==> src/rtl/product_bcd_pkg.sv <==
// Shared definitions for the multiplier / binary-to-BCD converter pair:
// state encodings and default operand sizing.
package product_bcd_pkg;

    // Default multiplier operand width; the product is twice this wide.
    localparam int DEFAULT_WIDTH  = 4;
    // Enough BCD digits to hold the largest 2*DEFAULT_WIDTH-bit product.
    localparam int DEFAULT_DIGITS = 3;

    typedef enum logic [1:0] {
        IDLE  = 2'd0,
        SHIFT = 2'd1,
        DONE  = 2'd2
    } state_e;

endpackage

==> src/rtl/product_bcd_digit_adj.sv <==
// Double-dabble digit correction: a BCD digit of 5 or more gets 3 added,
// so that the following left shift carries correctly into the next digit.
module bcd_digit_adj (
    input  logic [3:0] digit_i,
    output logic [3:0] digit_o
);

    assign digit_o = (digit_i >= 4'd5) ? digit_i + 4'd3 : digit_i;

endmodule

==> src/rtl/product_bcd.sv <==
// Sequential binary-to-BCD converter (double dabble) for a multiplier
// product. One bit is consumed per clock; the result register only
// changes when a conversion completes.
module product_bcd
    import product_bcd_pkg::*;
#(
    parameter int WIDTH  = DEFAULT_WIDTH,
    parameter int DIGITS = DEFAULT_DIGITS
) (
    input  logic                  clk,
    input  logic                  rst,
    input  logic                  in_valid,
    input  logic [2*WIDTH-1:0]    in_data,
    output logic                  busy,
    output logic                  done,
    output logic [4*DIGITS-1:0]   bcd
);

    localparam int PW = 2 * WIDTH;
    localparam int BW = 4 * DIGITS;
    localparam int CW = $clog2(PW + 1);
    localparam logic [CW-1:0] LAST_ITER = CW'(PW - 1);

    state_e         state_q, state_d;
    logic [BW-1:0]  scratch_q, scratch_d;
    logic [BW-1:0]  scratch_adj;
    logic [PW-1:0]  bin_q, bin_d;
    logic [CW-1:0]  cnt_q, cnt_d;
    logic [BW-1:0]  bcd_q, bcd_d;
    logic [BW+PW-1:0] shifted;

    // Per-digit "add 3 if >= 5" correction applied before every shift.
    for (genvar g = 0; g < DIGITS; g++) begin : g_adj
        bcd_digit_adj u_adj (
            .digit_i (scratch_q[4*g +: 4]),
            .digit_o (scratch_adj[4*g +: 4])
        );
    end

    // Corrected scratch digits and remaining binary bits, shifted left by one.
    assign shifted = {scratch_adj[BW-2:0], bin_q, 1'b0};

    // Next-state and datapath control for the IDLE -> SHIFT -> DONE sequence.
    always_comb begin
        // NOTE: every signal gets a default first so no path leaves one unassigned and no latch is inferred.
        state_d   = state_q;
        scratch_d = scratch_q;
        bin_d     = bin_q;
        cnt_d     = cnt_q;
        bcd_d     = bcd_q;
        case (state_q)
            IDLE: begin
                if (in_valid) begin
                    bin_d     = in_data;
                    scratch_d = '0;
                    cnt_d     = '0;
                    state_d   = SHIFT;
                end
            end
            SHIFT: begin
                {scratch_d, bin_d} = shifted;
                cnt_d = cnt_q + CW'(1);
                if (cnt_q == LAST_ITER) begin
                    bcd_d   = shifted[BW+PW-1:PW];
                    state_d = DONE;
                end
            end
            DONE: begin
                state_d = IDLE;
            end
            default: begin
                state_d = IDLE;
            end
        endcase
    end

    // State and datapath registers; reset aborts any conversion in flight.
    always_ff @(posedge clk or negedge rst) begin
        if (!rst) begin
            state_q   <= IDLE;
            scratch_q <= '0;
            bin_q     <= '0;
            cnt_q     <= '0;
            bcd_q     <= '0;
        end else begin
            // NOTE: non-blocking assignments so all registers update from the same pre-edge values.
            state_q   <= state_d;
            scratch_q <= scratch_d;
            bin_q     <= bin_d;
            cnt_q     <= cnt_d;
            bcd_q     <= bcd_d;
        end
    end

    assign busy = (state_q == SHIFT);
    assign done = (state_q == DONE);
    assign bcd  = bcd_q;

endmodule
==> config.mk <==
export PLATFORM = sky130hd
export DESIGN_NAME = product_bcd
export DESIGN_NICKNAME = d
export VERILOG_FILES = /design/src/rtl/product_bcd_pkg.sv /design/src/rtl/product_bcd_digit_adj.sv /design/src/rtl/product_bcd.sv
export SDC_FILE = /design/constraint.sdc
export NUM_CORES = 1
export LEC_CHECK = 0
export CELL_PAD_IN_SITES_DETAIL_PLACEMENT = 0
export CELL_PAD_IN_SITES_GLOBAL_PLACEMENT = 1
export CORE_MARGIN = 1
export CORE_UTILIZATION = 42
export CTS_CLUSTER_DIAMETER = 150
export DETAILED_ROUTE_END_ITERATION = 6
export GPL_ROUTABILITY_DRIVEN = 0
export PLACE_DENSITY = 0.75
export SLEW_MARGIN = 20
export SYNTH_ARGS = -nofsm -noshare
export SYNTH_HDL_FRONTEND = slang
export SYNTH_SLANG_ARGS = --single-unit
==> constraint.sdc <==
create_clock -name clk -period 2.1 [get_ports clk]
set_input_delay 0.21 -clock clk [delete_from_list [all_inputs] [get_ports clk]]
set_output_delay 0.21 -clock clk [all_outputs]
set_load 0.1 [all_outputs]
==> flow_summary_export.csv <==
group,metric,value,unit
clocking,cts-root-buf,"clkbuf_8",
sta,worst_slack,378,ps
setup_path,endpoint_kind,"primary output",
logic_synthesis,yosysTopAreaCellShare,52.6,%
clocking,cts.sinks,38,
place,port_buffers,24,
place,dp_hpwl,2.52,mm
global_route,grt_max_degree,39,
sta,slew_viol_final,0,
logic_synthesis,synthTopCellsByCount,"dfrtp_1, o21ai_0, nand2_1",
sta,period_minus_slack,1720,ps
logic_synthesis,syn-cell-area,1810,um^2
setup_path,rr_worst_depth,5,
sta,period_share,82.0,%
setup_path,crit_fanout,12,
global_route,overflow,0,
clocking,holdBufCountCts,0,
drt,wire_per_inst,14.3,um
layout,n_antenna_cell,0,
setup_path,critPathRequiredTime,1890,ps
drt,vias,1333,
logic_synthesis,syn_nets,187,
logic_synthesis,synthCells,169,
job,drv_cap,0,
sta,slew_headroom,44.3,%
floorplanning,row_count,23,
logic_synthesis,ys_seq_area_share,52.6,%
global_route,grt_pass1_wl,5.96,mm
logic_synthesis,synth_seq_cells,38,
floorplanning,io_pins,25,
drt,routed_via_density,5.38,
layout,layout-drive-gt1-share,20.2,%
setup_path,cp.arrival,1510,ps
drt,drc_errors,0,
global_route,grt_use_total,18.2,%
logic_synthesis,synth.distinct_cells,28,
floorplanning,chipHeight,67.6,um
global_route,antenna_found_initial,0,
place,placed_area,2080,um^2
drt,wl,3.54,mm
clocking,numCtsBuffers,5,
clocking,path_clk_slew,70,ps
setup_path,cp-start-kind,"register",
sta,setup_tns,0,ps
floorplanning,die_x,67.6,um
clocking,tritoncts,"built",
global_route,grt_pass1_vias,1303,
sta,setup_viol,0,
logic_synthesis,synth_top_area_cell,"dfrtp_1",
layout,nNetsFinal,216,
place,pre_cts_slack,479,ps
setup_path,crit_chain,"nand2b_4, clkinv_1, buf_12",
clocking,cts_buffer_depth,2,
sta,fmax,581,MHz
logic_synthesis,synth_ff_type,"dfrtp_1",
clocking,post_cts_buffers,0,
sta,skew,2.77,ps
drt,drt_first_pass_iters,4,
setup_path,cpPeakStageDelay,360,ps
floorplanning,core-area,4060,um^2
sta,rsz0062_at_grt,"false",
floorplanning,start_util,44.6,%
setup_path,cp_num_cells,3,
clocking,clock_latency,280,ps
setup_path,cp_slowest_cell,"dfrtp_1",
setup_path,cp_top_family,"buffers and inverters",
sta,whs,25.8,ps
logic_synthesis,synthArstFlopShare,100,%
clocking,post_cts_resized,0,
clocking,cts.htree.levels,2,
floorplanning,fp.dieArea,4570,um^2
logic_synthesis,synth_edf_count,0,
drt,antenna_left,0,
drt,drt_iter0_drc,39,
setup_path,worst-path-buf-inv,2,
logic_synthesis,yosysMostFrequentCell,"dfrtp_1",
worst_hold_path,hp-class,"in -> async",
setup_path,critPathKind,"reg -> out",
run_status,status,"complete, no violations",
logic_synthesis,avgSynthCellArea,10.7,um^2
layout,final_cell_area,2160,um^2
logic_synthesis,netlist_top_cells_area,"dfrtp_1, o21ai_0, ha_1",
layout,fillCellCount,359,
layout,synthToLayoutAreaGrowth,19.2,%
sta,finalHoldViolCount,0,
logic_synthesis,synth_warnings,0,
sta,tightest_slew,835,ps
-- layer usage --
metal / track usage (%) / up-vias / wire length [um]
met3: 5.07 / 2 / 146
met2: 31.3 / 25 / 1750
met5: 0 / - / 0
met4: 7.18 / 0 / 24
met1: 21.1 / 653 / 1610
li1: - / 653 / -
-- path summary, 6_finish.rpt --
check	from	end	slack, ps
worst max-delay path	state_q[1]$_DFFE_PN0P_	busy	380
worst min-delay path	rst	bcd[3]$_DFFE_PN0P_	30
worst max register to register	cnt_q[0]$_DFFE_PN0P_	bcd[10]$_DFFE_PN0P_	460
worst min register to register	bin_q[1]$_DFFE_PN0P_	bin_q[1]$_DFFE_PN0P_	490
max in group asynchronous	rst	bcd[11]$_DFFE_PN0P_	1540
min in group clk	bin_q[1]$_DFFE_PN0P_	bin_q[1]$_DFFE_PN0P_	490
-- area by class of cell --
class                           count  area, um^2  area share, %
Timing Repair Buffer               29         250           11.6
Inverter                            8        30.0           1.39
Clock buffer                        7        76.3           3.54
Sequential cell                    38         951           44.1
Tap cell                           50        62.6           2.90
Multi-Input combinational cell    116         787           36.5
-- logic make-up after synthesis --
family / after synthesis / share of synthesized area [%]
AO/OA/AOI/OAI: 51 / 17.7
AND/OR/NAND/NOR: 45 / 13.3
flip-flops: 38 / 52.6
buffers and inverters: 15 / 4.08
multiplexers: 10 / 6.02
adder cells (fa/ha/maj): 7 / 4.84
XOR/XNOR: 3 / 1.45
-- sequential cells by signal, summed over array words and instances (netlist names) --
| register | cells |
|---|---|
| scratch_q | 12 |
| bin_q | 8 |
| bcd | 12 |
| state_q | 2 |
| cnt_q | 4 |
-- per-stage QoR --
step / util (%) / std cells
finish: 53.2 / 248
global route: 53.2 / 248
CTS: 53.2 / 248
detailed placement: 51.3 / 241
global placement: 51.3 / 241
floorplan: - / 169
-- cells in the final DEF (no fill, tap or decap), drive strengths merged, types with 9 or more instances in the layout --
cell	count
clkdlybuf4s50	9
nor2	9
o21ai	21
a21oi	12
buf	20
dfrtp	38
a22o	9
nand2	17
Power is not shown: default switching activity piles up to over one toggle a cycle in this logic, so the estimate is an artifact.
